`src/rtl/fakeram_fifo_ctrl.sv`:
```
// fakeram_fifo_ctrl
//   Streaming FIFO controller for the 1rw1r fake SRAM macro. Words are written
//   through the rw0 port (write-only use), read back through the r0 port, and
//   the macro's 1-cycle read latency is absorbed by a 2-entry output buffer.
//
// Ports
//   clk, rst_n            clock, asynchronous active-low reset
//   in_valid/in_ready/in_data      producer stream (push)
//   out_valid/out_ready/out_data   consumer stream (pop)
//   count                 words held: SRAM + read in flight + output buffer
//   mem_rw0_*             macro write port (ce, we, addr, wd)
//   mem_r0_*              macro read port (ce, addr out; rd in)
module fakeram_fifo_ctrl #(
  parameter int BITS       = 64,
  parameter int WORD_DEPTH = 64,
  parameter int ADDR_WIDTH = 6
) (
  input  logic                  clk,
  input  logic                  rst_n,
  input  logic                  in_valid,
  output logic                  in_ready,
  input  logic [BITS-1:0]       in_data,
  output logic                  out_valid,
  input  logic                  out_ready,
  output logic [BITS-1:0]       out_data,
  output logic [ADDR_WIDTH:0]   count,
  output logic                  mem_rw0_ce,
  output logic                  mem_rw0_we,
  output logic [ADDR_WIDTH-1:0] mem_rw0_addr,
  output logic [BITS-1:0]       mem_rw0_wd,
  output logic                  mem_r0_ce,
  output logic [ADDR_WIDTH-1:0] mem_r0_addr,
  input  logic [BITS-1:0]       mem_r0_rd
);

  localparam int CW = ADDR_WIDTH + 1;

  logic [ADDR_WIDTH-1:0] wr_ptr_q, wr_ptr_d;
  logic [ADDR_WIDTH-1:0] rd_ptr_q, rd_ptr_d;
  logic [CW-1:0]         sram_cnt_q, sram_cnt_d;
  logic                  inflight_q;
  logic [BITS-1:0]       obuf0_q, obuf0_d;   // head entry
  logic [BITS-1:0]       obuf1_q, obuf1_d;
  logic [1:0]            obuf_cnt_q, obuf_cnt_d;

  logic       push, pop, issue;
  logic [2:0] obuf_pend;

  // in_ready comes from registered state only: no pass-through at full.
  assign in_ready  = (sram_cnt_q < CW'(WORD_DEPTH));
  assign push      = in_valid & in_ready;
  assign out_valid = (obuf_cnt_q != 2'd0);
  assign out_data  = obuf0_q;
  assign pop       = out_valid & out_ready;

  // Slots the output buffer will need once the current pop and any pending
  // return are accounted for; out_ready reaches mem_r0_ce combinationally.
  assign obuf_pend = 3'(obuf_cnt_q) + 3'(inflight_q) - 3'(pop);
  assign issue     = (sram_cnt_q != '0) && (obuf_pend < 3'd2);

  // Address/data are forced to 0 when idle so the macro never sees X with ce=1
  // and the bus stays quiet otherwise.
  assign mem_rw0_ce   = push;
  assign mem_rw0_we   = push;
  assign mem_rw0_addr = push ? wr_ptr_q : '0;
  assign mem_rw0_wd   = push ? in_data  : '0;
  assign mem_r0_ce    = issue;
  assign mem_r0_addr  = issue ? rd_ptr_q : '0;

  assign count = sram_cnt_q + CW'(inflight_q) + CW'(obuf_cnt_q);

  always_comb begin
    wr_ptr_d   = wr_ptr_q + ADDR_WIDTH'(push);
    rd_ptr_d   = rd_ptr_q + ADDR_WIDTH'(issue);
    sram_cnt_d = sram_cnt_q + CW'(push) - CW'(issue);

    obuf0_d    = obuf0_q;
    obuf1_d    = obuf1_q;
    obuf_cnt_d = obuf_cnt_q;

    if (pop) begin
      obuf0_d    = obuf1_q;
      obuf_cnt_d = obuf_cnt_q - 2'd1;
    end

    // mem_r0_rd is only meaningful the cycle after an issue; the append lands
    // behind whatever survives the pop.
    if (inflight_q) begin
      if (obuf_cnt_d == 2'd0) obuf0_d = mem_r0_rd;
      else                    obuf1_d = mem_r0_rd;
      obuf_cnt_d = obuf_cnt_d + 2'd1;
    end
  end

  always_ff @(posedge clk or negedge rst_n) begin
    if (!rst_n) begin
      wr_ptr_q   <= '0;
      rd_ptr_q   <= '0;
      sram_cnt_q <= '0;
      inflight_q <= 1'b0;
      obuf0_q    <= '0;
      obuf1_q    <= '0;
      obuf_cnt_q <= '0;
    end else begin
      wr_ptr_q   <= wr_ptr_d;
      rd_ptr_q   <= rd_ptr_d;
      sram_cnt_q <= sram_cnt_d;
      inflight_q <= issue;
      obuf0_q    <= obuf0_d;
      obuf1_q    <= obuf1_d;
      obuf_cnt_q <= obuf_cnt_d;
    end
  end

endmodule
```
`config.mk`:
```
export PLATFORM = sky130hd
export DESIGN_NAME = fakeram_fifo_ctrl
export DESIGN_NICKNAME = d
export VERILOG_FILES = /design/src/rtl/fakeram_fifo_ctrl.sv
export SDC_FILE = /design/constraint.sdc
export NUM_CORES = 1
export LEC_CHECK = 0
export BUFFER_PORTS_ARGS = -buffer_cell sky130_fd_sc_hd__buf_2
export CORE_UTILIZATION = 45
export CTS_CLUSTER_SIZE = 40
export DETAILED_ROUTE_END_ITERATION = 12
export PLACE_DENSITY = 0.78
export SKIP_LAST_GASP = 1
export SYNTH_ARGS = -nofsm -noshare
export SYNTH_HDL_FRONTEND = slang
export SYNTH_SLANG_ARGS = --single-unit
```
`constraint.sdc`:
```
create_clock -name clk -period 4.6 [get_ports clk]
set_clock_uncertainty 0.05 [all_clocks]
set_input_delay 0.69 -clock clk [delete_from_list [all_inputs] [get_ports clk]]
set_output_delay 0.69 -clock clk [all_outputs]
set_load 0.05 [all_outputs]
```
# == Word-level counts from Yosys, hierarchy flattened ==
# Cells that the tools add are included.
# word_totals
in_bits,132
output_inout_bits,152
word_cells,35
register_bits,150
# op_classes
muxes,8
n_lt_le_gt_ge,2
n_reduce_logical,5
bitwise_logic,3
n_addsub,10
# op_table
operator,count
$mux 64,4
$add 7x1->7,2
$add 6x1->6,2
$mux 6,2
$add 7x2->7,1
$lt 7x7->1 const B,1
$reduce_bool 7->1,1
$sub 7x1->7,1
$mux 2,2
$add 2x1->3,1
$lt 3x2->1 const B,1
$sub 3x1->3,1
$add 2x1->2 const B,1
$and 1x1->1,2
$logic_not 2->1,1
$reduce_and 2->1,1
$reduce_bool 2->1,1
$sub 2x1->2 const B,1
$logic_and 1x1->1,1
$not 1->1,1

# == Longest topological paths before layout ==
# logic_depth
word_depth,6
depth_mapped,24
mapped_depth_nobuf,21

# == Worst setup path before layout ==
# No wires, ideal clock.
# synth_timing
path_kind,flip-flop to flip-flop
start,register obuf_cnt_q[1]
end,register sram_cnt_q[6]
path_stages_with_launch,25
period_less_slack_ns,5.120
required_ns,4.422
n_path_buf,3
slack_ns,-0.520
arrival_ns,4.943
setup_ns,0.128
cell_sequence,dfrtp_1 > inv_1 > ha_1 > nand2b_4 > buf_6 > buf_8 > buf_6 > inv_1 > ha_1 > inv_1 > ha_1 > inv_1 > fa_1 > xnor2_1 > nand2_1 > a31oi_1 > ha_1 > inv_1 > ha_1 > inv_1 > fa_1 > nor2b_1 > o311a_1 > o32a_1 > nand3_1
# synth_between
elab_chain_cells,6
elab_cells_between_ends,7
classes_between,3 x add/sub; 1 x order compare; 1 x bitwise; 2 x reduce/logical
# synth_lines
element,line_no,source
from (decl),44,"logic [1:0] obuf_cnt_q, obuf_cnt_d;"
from (signal assigned),111,obuf_cnt_q <= obuf_cnt_d;
branches (longest 2 deep; another with $add 2x1->3),-,
$sub 3x1->3 *,58,assign obuf_pend = 3'(obuf_cnt_q) + 3'(inflight_q) - 3'(pop);
$lt 3x2->1 *,59,assign issue = (sram_cnt_q != '0) && (obuf_pend < 3'd2);
$logic_and 1x1->1 *,59,
via mem_r0_ce,31,"output logic mem_r0_ce,"
$sub 7x1->7 *,75,sram_cnt_d = sram_cnt_q + CW'(push) - CW'(issue);
via sram_cnt_d[6],40,"logic [CW-1:0] sram_cnt_q, sram_cnt_d;"
to (signal assigned),107,sram_cnt_q <= sram_cnt_d;
to (decl),40,
# Mark *: on every way through the listed nets, which the timed path passes.
# A chain may end at the register's enable or synchronous reset.

# == Final worst setup path ==
# layout_timing
start,register obuf_cnt_q[1]
end,register sram_cnt_q[6]
# layout_between
elab_chain_cells,6
elab_cells_between_ends,7
classes_between,3 x add/sub; 1 x order compare; 1 x bitwise; 2 x reduce/logical
# layout_lines
element,line_no
branches (longest 2 deep; another with $add 2x1->3),-
$sub 3x1->3 *,58
$lt 3x2->1 *,59
$logic_and 1x1->1 *,59
$sub 7x1->7 *,75
via sram_cnt_d[6],40
# Marked as above.

==> flow_metrics.py <==
metrics = {
    "yosys": {
        "syn_area_um2": 7290,
        "asyncSetResetFlopFracSynth_pct": 100,
        "synthAdderAreaFrac_pct": 4.70,
        "yosysSeqAreaShare_pct": 51.5,
        "synthMuxAreaShare_pct": 18.7,
        "synth_nets": 780,
        "synthXorXnorAreaFrac_pct": 2.16,
        "yosys.area_share.simple_pct": 11.9,
        "syn-instance-count": 623,
        "ys.flop_type": "dfrtp_1",
        "yosys.cell_types.count": 41,
        "synth-compound-area-share_pct": 5.85,
        "synth-edff-count": 0,
        "synth_seq_cells": 150,
        "synth_top_family_by_area": "multiplexers",
        "synth.yosys.warnings": 0,
        "syn_avg_cell_area_um2": 11.7,
    },
    "critical_path": {
        "cp_common_cell": "inv_1",
        "r2r_end": "sram_cnt_q[6]",
        "critPathKind": "reg -> reg",
        "cp.required_ps": 4840,
        "rr_worst_depth": 21,
        "arrival_ps": 4460,
        "critPathSlowestCell": "dfrtp_1",
        "r2r-start": "obuf_cnt_q[1]",
        "cp-end-kind": "register",
        "crit_chain": "inv_1 > ha_1 > nand2b_4 > inv_1 > ha_1 > inv_1 > ha_1 > inv_1 > fa_1 > xnor2_1 > nand2_1 > a31oi_4 > ha_1 > inv_1 > ha_1 > inv_1 > fa_1 > nor2b_1 > o311a_1 > o32a_1 > nand3_1",
        "worstPathMaxFanout": 9,
        "cp-start-kind": "register",
        "ff2ff_setup_slack_ps": 380,
        "slowest_delay_ps": 500,
    },
    "placement": {
        "detailed_place_hpwl_um": 13300,
        "gp_congestion": 0.868,
        "post_dp_cell_area_um2": 8810,
        "io_buffers": 283,
    },
    "route": {
        "route.final.wire_length_um": 18000,
        "vias": 5572,
        "initialDrtViolationCount": 243,
        "final_antenna_net_count": 0,
        "drc": 0,
        "via_per_inst": 4.94,
        "wl_per_cell_um": 16.0,
        "firstDrtPassIters": 4,
    },
    "clock_network": {
        "clk_transition_reported_paths_ps": 60,
        "htree_levels": 4,
        "cts_hold_buf": 0,
        "postCtsSetupBuffers": 0,
        "cts_sinks": 150,
        "clkLatencyLatePin_ps": 410,
        "postCtsResizedCells": 0,
        "cts_tree": "yes",
        "cts_buffers": 17,
        "cts_root_buf": "clkbuf_16",
        "clockBufferDepth": 2,
    },
    "final_layout": {
        "num_antenna_cells": 0,
        "utilization_pct": 59.5,
        "layout-drive-gt1-share_pct": 42.8,
        "design_area_um2": 9420,
        "syn2layout_area_growth_pct": 29.1,
        "finalNetCount": 1056,
    },
    "floorplanning": {
        "core_um2": 15800,
        "ios": 284,
        "die_w_um": 129,
        "die-area_um2": 16700,
        "die_y_um": 129,
        "start_util_pct": 46.1,
        "row_count": 46,
    },
    "timing": {
        "clock.fmax_ghz": 0.237,
        "hold_viol": 0,
        "tightest_slew_ps": 907,
        "layout_min_cycle_time_ps": 4220,
        "setup_violations": 0,
        "fin_crit_sh_pct": 91.8,
        "finalSetupTns_ps": 0,
        "slew_viol_final": 0,
        "rsz0062_at_grt": "false",
        "slew-limit-headroom_pct": 39.5,
    },
    "global_route": {
        "track_usage_pct": 21.6,
        "grt-ovfl-total": 0,
        "grt_pass1_wl_um": 27500,
        "grt_pass1_vias": 5460,
        "grt_max_degree": 101,
        "antenna_found_initial": 2,
    },
    "status": {
        "status": "finished clean",
    },
    "min_path": {
        "hp-class": "in -> async",
    },
    "job": {
        "cap_violations": 0,
    },
}
-- layout by cell type, fill, tap and decap left out, types with 3 or more instances in the layout --
| master | instances |
|---|---|
| buf_2 | 282 |
| dfrtp_1 | 150 |
| and2_1 | 74 |
| nand2_1 | 67 |
| mux2i_1 | 64 |
| mux2_2 | 59 |
| o21ai_0 | 38 |
| o21ai_1 | 27 |
| inv_1 | 21 |
| ha_1 | 21 |
| clkbuf_16 | 17 |
| xnor2_1 | 12 |
| nand3_1 | 9 |
| buf_4 | 8 |
| xor2_1 | 6 |
| mux2_1 | 5 |
| a21oi_1 | 4 |
| fa_1 | 4 |
| nor2b_1 | 3 |
| nor2_1 | 3 |
| clkinv_2 | 3 |
| bufinv_16 | 3 |
| inv_6 | 3 |
-- cells by family after synthesis --
group           Yosys count
compound gates           79
xor+xnor                 18
fa+ha+maj                25
buf+inv                  58
flops                   150
mux                     128
simple gates            165
-- cell usage after synthesis (all sizes together) (9+ instances only) --
| cell type | count | area share (%) |
|---|---|---|
| dfrtp | 150 | 51 |
| mux2i | 64 | 8.8 |
| nand3 | 9 | 0.62 |
| o21ai | 67 | 4.7 |
| and2 | 75 | 6.5 |
| clkbuf | 11 | 0.63 |
| buf | 25 | 3.5 |
| nand2 | 67 | 3.4 |
| ha | 21 | 3.6 |
| mux2 | 64 | 9.9 |
| inv | 22 | 1.1 |
| xnor2 | 12 | 1.4 |
-- critical path, delay by kind of cell, from the launching register on --
| kind | cells | cell delay [ps] |
|---|---|---|
| AO/OA/AOI/OAI | 3 | 650 |
| XOR/XNOR | 1 | 170 |
| adder cells (fa/ha/maj) | 7 | 1830 |
| buffers and inverters | 6 | 380 |
| flip-flops | 1 | 500 |
| AND/OR/NAND/NOR | 4 | 520 |
-- per-layer routing --
layer,GRT usage [%],wire (um),vias to the layer above
met2,37.8,9090,207
met5,0,0,-
met1,24.5,7070,2681
met3,6.11,1300,32
met4,10.0,551,0
li1,-,-,2652
-- final cells by class --
| class | count | area (um2) |
|---|---|---|
| fillers | 1322 | 6410 |
| inverters | 22 | 82.6 |
| well taps | 216 | 270 |
| repair buffers | 293 | 1520 |
| clock buffers | 21 | 460 |
| multi-input cells | 415 | 3180 |
| flip-flops and latches | 150 | 3750 |
| clock inverters | 11 | 146 |
-- how the worst max path moves through the flow --
stage | start | end | slack (ps) | cells after the start
after floorplan | obuf_cnt_q[1] | sram_cnt_q[6] | 140 | 24
after global placement | out_ready | sram_cnt_q[6] | 590 | 20
after detailed placement | out_ready | sram_cnt_q[6] | 430 | 20
after CTS | obuf_cnt_q[1] | sram_cnt_q[6] | 350 | 21
after global routing | obuf_cnt_q[1] | sram_cnt_q[6] | 140 | 21
final | obuf_cnt_q[1] | sram_cnt_q[6] | 380 | 21
-- metrics by stage --
step / hold WS, ps / worst slack [ps] / instances
after floorplan: 344 / 140 / 623
after global placement: 404 / 587 / 1096
after detailed placement: 411 / 425 / 1096
after CTS: 375 / 351 / 1128
after global routing: 417 / 144 / 1128
final: 350 / 379 / 1128
-- sequential cells by signal (all words and copies together), names as in the netlist --
register,cells
obuf1_q,64
out_data,64
sram_cnt_q,7
rd_ptr_q,6
wr_ptr_q,6
obuf_cnt_q,2
inflight_q,1
Power is not shown: default switching activity piles up to over one toggle a cycle in this logic, so the estimate is an artifact.
